### src/rtl/register_bus_arbiter_pkg.sv
// Shared types for the register-bus arbiter: FSM state encoding and the
// latched request record of the winning master.
package register_bus_arbiter_pkg;

    localparam int REG_ADDR_WIDTH = 8;
    localparam int REG_DATA_WIDTH = 32;

    typedef enum logic [1:0] {
        IDLE,
        ISSUE,
        WAIT
    } arb_state_t;

    typedef struct packed {
        logic [REG_ADDR_WIDTH-1:0] address;
        logic [REG_DATA_WIDTH-1:0] wr_data;
        logic                      wr_enable;
    } reg_request_t;

endpackage

### src/rtl/register_bus_arbiter.sv
// Two-master round-robin arbiter in front of a register file with a
// one-cycle registered read port; every transaction returns one response.
module register_bus_arbiter
    import register_bus_arbiter_pkg::*;
#(
    parameter int ADDR_WIDTH = REG_ADDR_WIDTH,
    parameter int DATA_WIDTH = REG_DATA_WIDTH
) (
    input  logic                  ipClk,
    input  logic                  ipReset,

    input  logic                  ipValid0,
    input  logic [ADDR_WIDTH-1:0] ipAddress0,
    input  logic [DATA_WIDTH-1:0] ipWrData0,
    input  logic                  ipWrEnable0,
    output logic                  opReady0,
    output logic                  opRdValid0,
    output logic [DATA_WIDTH-1:0] opRdData0,

    input  logic                  ipValid1,
    input  logic [ADDR_WIDTH-1:0] ipAddress1,
    input  logic [DATA_WIDTH-1:0] ipWrData1,
    input  logic                  ipWrEnable1,
    output logic                  opReady1,
    output logic                  opRdValid1,
    output logic [DATA_WIDTH-1:0] opRdData1,

    output logic [ADDR_WIDTH-1:0] opAddress,
    output logic [DATA_WIDTH-1:0] opWrData,
    output logic                  opWrEnable,
    input  logic [DATA_WIDTH-1:0] ipRdData
);

    arb_state_t   state, next_state;
    reg_request_t pick;
    logic         take;
    logic         grant_one;
    // Master that won the most recent grant; doubles as the owner of the
    // transaction currently in ISSUE/WAIT.
    logic         last_grant;

    always_ff @(posedge ipClk) begin
        if (ipReset) state <= IDLE;
        else         state <= next_state;
    end

    always_comb begin
        next_state = state;
        take       = 1'b0;
        grant_one  = 1'b0;
        case (state)
            IDLE: begin
                if (ipValid0 || ipValid1) begin
                    take       = 1'b1;
                    grant_one  = ipValid1 && (!ipValid0 || !last_grant);
                    next_state = ISSUE;
                end
            end
            ISSUE:   next_state = WAIT;
            WAIT:    next_state = IDLE;
            default: next_state = IDLE;
        endcase
    end

    always_comb begin
        pick = '0;
        if (grant_one) begin
            pick.address   = REG_ADDR_WIDTH'(ipAddress1);
            pick.wr_data   = REG_DATA_WIDTH'(ipWrData1);
            pick.wr_enable = ipWrEnable1;
        end else begin
            pick.address   = REG_ADDR_WIDTH'(ipAddress0);
            pick.wr_data   = REG_DATA_WIDTH'(ipWrData0);
            pick.wr_enable = ipWrEnable0;
        end
    end

    always_ff @(posedge ipClk) begin
        if (ipReset) begin
            last_grant <= 1'b1;
            opAddress  <= '0;
            opWrData   <= '0;
            opWrEnable <= 1'b0;
            opReady0   <= 1'b0;
            opReady1   <= 1'b0;
            opRdValid0 <= 1'b0;
            opRdValid1 <= 1'b0;
            opRdData0  <= '0;
            opRdData1  <= '0;
        end else begin
            opReady0   <= 1'b0;
            opReady1   <= 1'b0;
            opRdValid0 <= 1'b0;
            opRdValid1 <= 1'b0;
            opWrEnable <= 1'b0;
            if (take) begin
                opAddress  <= ADDR_WIDTH'(pick.address);
                opWrData   <= DATA_WIDTH'(pick.wr_data);
                opWrEnable <= pick.wr_enable;
                last_grant <= grant_one;
                opReady0   <= !grant_one;
                opReady1   <= grant_one;
            end
            // Read data for the ISSUE-cycle address is on ipRdData during WAIT.
            if (state == WAIT) begin
                if (last_grant) begin
                    opRdValid1 <= 1'b1;
                    opRdData1  <= ipRdData;
                end else begin
                    opRdValid0 <= 1'b1;
                    opRdData0  <= ipRdData;
                end
            end
        end
    end

endmodule

### config.mk
export PLATFORM = sky130hd
export DESIGN_NAME = register_bus_arbiter
export DESIGN_NICKNAME = d
export VERILOG_FILES = /design/src/rtl/register_bus_arbiter_pkg.sv /design/src/rtl/register_bus_arbiter.sv
export SDC_FILE = /design/constraint.sdc
export NUM_CORES = 1
export LEC_CHECK = 0
export CAP_MARGIN = 20
export CORE_MARGIN = 1.5
export CORE_UTILIZATION = 30
export DETAILED_ROUTE_END_ITERATION = 10
export GPL_ROUTABILITY_DRIVEN = 1
export HOLD_SLACK_MARGIN = 0.03
export SLEW_MARGIN = 20
export SYNTH_ARGS = -nofsm -noshare
export SYNTH_HDL_FRONTEND = slang
export SYNTH_SLANG_ARGS = --single-unit
export TNS_END_PERCENT = 100
### constraint.sdc
create_clock -name ipClk -period 3.8 [get_ports ipClk]
set_input_delay 0.76 -clock ipClk [delete_from_list [all_inputs] [get_ports ipClk]]
set_output_delay 0.76 -clock ipClk [all_outputs]
set_load 0.05 [all_outputs]
# After elaboration in Yosys (flattened, before gate mapping)
# Index checks and enable logic that the tools add are counted.
[totals] reg_bits=112 output_inout_bits=109
[op_classes] eq_ne=3 mux=9 bitwise=3 reduce_logical=11
[op_table] op="$mux W41" count=1
[op_table] op="$mux W1" count=6
[op_table] op="$pmux W2 S2" count=1
[op_table] op="$reduce_and A2 Y1" count=2
[op_table] op="$reduce_or A2 Y1" count=2
[op_table] op="$logic_not A1 Y1" count=3
[op_table] op="$not A1 Y1" count=3
[op_table] op="$eq A2 B1 Y1 const B" count=1
[op_table] op="$eq A2 B2 Y1 const B" count=1
[op_table] op="$logic_not A2 Y1" count=1
[op_table] op="$logic_or A1 B1 Y1" count=2
[op_table] op="$mux W2" count=1
[op_table] op="$ne A2 B2 Y1 const B" count=1
[op_table] op="$logic_and A1 B1 Y1" count=1

# Depth between registers and ports, before layout
[logic_depth] depth_word=6 depth_mapped=7 depth_no_buf=3

# Worst setup path before layout
# OpenSTA, ideal clock, no wires.
[synth_path] path_kind="input to register" from="in ipValid1" to="reg opAddress[6]" setup_time_ns=0.088 arrival_time_ns=1.826 slack_ns=1.885 stages=7 path_buffers=4 cell_sequence="clkbuf_2 or2_1 buf_2 and2_4 buf_6 buf_6 a311oi_2"
[synth_between] elab_chain_len=4 elab_cells_between_ends=7
[synth_lines] element="start, declared" line_no="register_bus_arbiter.sv:20" source="input logic ipValid1,"
[synth_lines] element="$logic_and A1 B1 Y1 / $logic_or A1 B1 Y1 (equally long branches)" line_no="register_bus_arbiter.sv:55, register_bus_arbiter.sv:53"
[synth_lines] element="$mux W1" line_no="register_bus_arbiter.sv:53" source="if (ipValid0 || ipValid1) begin"
[synth_lines] element="$mux W1" line_no="register_bus_arbiter.sv:51" source="case (state)"
[synth_lines] element="$mux W41" line_no="register_bus_arbiter.sv:67" source="if (grant_one) begin"
[synth_lines] element="end signal, assigned" line_no="register_bus_arbiter.sv:97" source="opAddress <= ADDR_WIDTH'(pick.address);"
[synth_lines] element="end, declared" line_no="register_bus_arbiter.sv:28" source="output logic [ADDR_WIDTH-1:0] opAddress,"
# Parallel ways exist; a longest one is shown, timed or not.
# A chain may end at the register's enable or synchronous reset.

# Final worst setup path
[layout_path] from="in ipValid0" to="reg opWrData[22]"
[layout_between] elab_chain_len=6 elab_cells_between_ends=9
[layout_lines] element="start, declared" line_no="register_bus_arbiter.sv:12" source="input logic ipValid0,"
[layout_lines] element="$logic_not A1 Y1" line_no="register_bus_arbiter.sv:55" source="grant_one = ipValid1 && (!ipValid0 || !last_grant);"
[layout_lines] element="$logic_or A1 B1 Y1" line_no="register_bus_arbiter.sv:55"
[layout_lines] element="$logic_and A1 B1 Y1" line_no="register_bus_arbiter.sv:55"
[layout_lines] element="$mux W1" line_no="register_bus_arbiter.sv:53"
[layout_lines] element="$mux W1" line_no="register_bus_arbiter.sv:51"
[layout_lines] element="$mux W41" line_no="register_bus_arbiter.sv:67"
[layout_lines] element="end signal, assigned" line_no="register_bus_arbiter.sv:98" source="opWrData <= DATA_WIDTH'(pick.wr_data);"
[layout_lines] element="end, declared" line_no="register_bus_arbiter.sv:29" source="output logic [DATA_WIDTH-1:0] opWrData,"
# Parallel ways exist; a longest one is shown, timed or not.

==> results.sh <==
export IMPL_p_int_mw=2.10
export IMPL_grt_ovfl_total=0
export IMPL_p_seq_frac=0.420
export IMPL_numCtsBuffers=9
export IMPL_die_h_um=129
export IMPL_worstReg2RegEnd="opWrData[24]"
export IMPL_initial_core_util=0.309
export IMPL_wl_um=15600
export IMPL_power_frac_comb=0.276
export IMPL_hp_class="reg2reg"
export IMPL_drv_cap=0
export IMPL_postLayoutCellArea_um2=7360
export IMPL_path_cells="clkdlybuf4s50_1, a211o_1, buf_4, o21ai_1, a311oi_2"
export IMPL_clock_sinks=112
export IMPL_syn_avg_cell_area_um2=8.61
export IMPL_min_from="opRdData1[17]"
export IMPL_max_stage_delay_ns=0.68
export IMPL_report_final_slew_viol_count=0
export IMPL_hold_depth=2
export IMPL_synth_net_count=668
export IMPL_ctsResizeCount=0
export IMPL_fin_util=0.480
export IMPL_holdBufCountCts=0
export IMPL_route_detailed_drc=0
export IMPL_avgRoutedWirePerCell_um=16.4
export IMPL_setup_slack_ns=1.43
export IMPL_dieArea_um2=16500
export IMPL_area_delta_synth_final_pct=55.3
export IMPL_setup_tns_ns=0
export IMPL_period_share=0.624
export IMPL_synth_seq_cells=112
export IMPL_skew_ns=0.00888
export IMPL_cpMaxStageDelayCell="a211o_1"
export IMPL_clockBufferDepth=2
export IMPL_total_leakage_power_nw=2.39
export IMPL_yosys_warnings=0
export IMPL_relSlewSlack=0.455
export IMPL_cts_tree="yes"
export IMPL_p_per_area_nw_per_um2=421
export IMPL_fillers=1444
export IMPL_hpwl_um=10700
export IMPL_min_period_ns=2.37
export IMPL_grt_max_degree=54
export IMPL_clk_pin_slew_ns=0.07
export IMPL_vias=4819
export IMPL_drtIter0Drc=237
export IMPL_timing_fmax_ghz=0.422
export IMPL_cpLargestDelayFamily="compound AO/OA/AOI/OAI gates"
export IMPL_status="completed"
export IMPL_grt_pass1_wl_um=24100
export IMPL_worstSetupEndpointType="flip-flop"
export IMPL_setup_violations=0
export IMPL_path_class="in2reg"
export IMPL_rsz0062_at_grt="no"
export IMPL_rows=45
export IMPL_gp_congestion=0.770
export IMPL_syn_cell_area_um2=4740
export IMPL_io_pins=227
export IMPL_crit_fanout=23
export IMPL_antenna_found_initial=0
export IMPL_num_antenna_cells=0
export IMPL_viasPerCell=5.08
export IMPL_die_width_um=129
export IMPL_num_nets_final=853
export IMPL_dpl_cell_area_um2=7070
export IMPL_layout_drive_gt1_share=0.0949
export IMPL_worstHoldEndpoint="opRdData1[17]"
export IMPL_crit_required_ns=4.06
export IMPL_switching_share=0.321
export IMPL_ant_nets=0
export IMPL_root_buffer="clkbuf_16"
export IMPL_vdd_ir_drop_max_uv=203
export IMPL_ys_seq_area_frac=0.473
export IMPL_grt_pass1_vias=4761
export IMPL_dp_slack_ns=1.07
export IMPL_post_cts_setup_buffers=0
export IMPL_multi_input_area_um2=2210
export IMPL_hold_viol_final=0
export IMPL_port_buffers=226
export IMPL_p_total_mw=3.09
export IMPL_arrival_ns=2.63
export IMPL_synth_cells=550
export IMPL_crit_path_start_kind="input port"
export IMPL_register_area_um2=2240
export IMPL_tightestPinTransition_ns=0.817
export IMPL_synth_distinct_cells=29
export IMPL_reg2reg_from="state[1]"
export IMPL_cp_num_buf_inv=2
export IMPL_p_switching_mw=0.994
export IMPL_grtUsageTotal=0.186
export IMPL_r2r_setup_slack_ns=1.56
export IMPL_core_area_um2=15300
export IMPL_ff2ff_path_depth=4
export IMPL_cts_max_level=3
export IMPL_p_clk_frac=0.304
export IMPL_drt_pass1_iter_count=4
export IMPL_clk_latency_ns=0.35
## worst min-delay path: cells and delay by family (launching register included)
family             cells  cell delay (ns)
AOI/OAI and AO/OA      1             0.05
DFF                    1             0.31
and+or+nand+nor        1             0.05
## metal layers
| metal | up-vias | track usage | share of wire |
|---|---|---|---|
| met5 | - | 0 | 0 |
| met4 | 0 | 0.0767 | 0.024 |
| met3 | 28 | 0.0486 | 0.080 |
| met2 | 212 | 0.323 | 0.47 |
| met1 | 2250 | 0.217 | 0.42 |
| li1 | 2329 | - | - |
## worst max-delay path by stage
| stage | start | endpoint | slack [ns] | cells after the start |
|---|---|---|---|---|
| 2_1_floorplan | ipValid1 | opAddress[6] | 1.89 | 7 |
| 3_3_place_gp | ipValid0 | opWrData[28] | 1.15 | 5 |
| 3_5_place_dp | ipValid0 | opWrData[22] | 1.07 | 5 |
| 4_1_cts | ipValid0 | opWrData[22] | 1.45 | 5 |
| 5_1_grt | ipValid0 | opWrData[22] | 1.32 | 5 |
| 6_report | ipValid0 | opWrData[22] | 1.43 | 5 |
## cells by family (layout without fill, tap and decap cells)
logic type | after synthesis | after routing | synth area share
AND/OR/NAND/NOR | 184 | 184 | 0.178
buffers and inverters | 66 | 254 | 0.0631
flip-flops | 112 | 112 | 0.473
AO/OA/AOI/OAI | 188 | 188 | 0.286
## flip-flops by register name, summed over array words and instances, names as in the netlist
| register | flops |
|---|---|
| opWrEnable | 1 |
| opRdData0 | 32 |
| opRdData1 | 32 |
| opRdValid0 | 1 |
| last_grant | 1 |
| opReady0 | 1 |
| opReady1 | 1 |
| opRdValid1 | 1 |
| opAddress | 8 |
| opWrData | 32 |
| state | 2 |
## synth_stat cells, drive strengths merged
cell,count,area (um^2)
a311oi,40,601
o2111a,1,11.3
and2,1,8.76
dfxtp,112,2240
or3b,1,8.76
nand2,129,484
inv,2,7.51
o21ai,40,200
nand3b,1,7.51
nor2,4,17.5
or2,1,6.26
a211o,1,8.76
buf,14,103
nand3,1,5.00
a21oi,105,526
clkbuf,50,189
and3,1,6.26
nor3b,2,20.0
a21o,1,7.51
and3b,1,8.76
nor4b,2,17.5
nand4,40,250
## power by group through the flow
stage / Combinational, mW / Clock, mW / Sequential [mW]
after floorplan: 0.306 / 0 / 1.55
after global placement: 0.850 / 0 / 1.32
after detailed placement: 0.858 / 0 / 1.32
after CTS: 0.859 / 0.968 / 1.30
after global routing: 0.907 / 1.02 / 1.31
final: 0.855 / 0.941 / 1.30
## final cells by class
type                       count  area share
multi-input combinational    372       0.300
clock inverter                 3     0.00595
sequential                   112       0.305
timing repair buffer         238       0.319
clock buffer                  11      0.0330
tap                          211      0.0359
inverter                       2     0.00102
## stage by stage
step / std cells / hold WS (ns)
floorplan: 550 / 0.527
global placement: 935 / 0.441
detailed placement: 935 / 0.446
CTS: 949 / 0.456
global route: 949 / 0.474
finish: 949 / 0.452
## layout by cell type (no fill, tap or decap)
master / count
clkdlybuf4s50_1: 225
nand2_1: 129
dfxtp_1: 112
a21oi_1: 105
nand4_1: 40
a311oi_2: 40
o21ai_1: 39
buf_4: 13
clkbuf_16: 9
nor2_1: 3
inv_1: 2
nor4b_1: 2
nor3b_4: 1
or3b_2: 1
and3b_1: 1
nand3b_1: 1
a211o_1: 1
nor2_4: 1
or2_1: 1
and2_4: 1
and3_1: 1
nor3b_1: 1
o2111a_1: 1
nand3_1: 1
o21ai_0: 1
a21o_1: 1
clkbuf_8: 1
clkinv_4: 1
clkbuf_1: 1
bufinv_16: 1
clkinv_2: 1
Note: power is estimated with default switching activity, not from simulation.
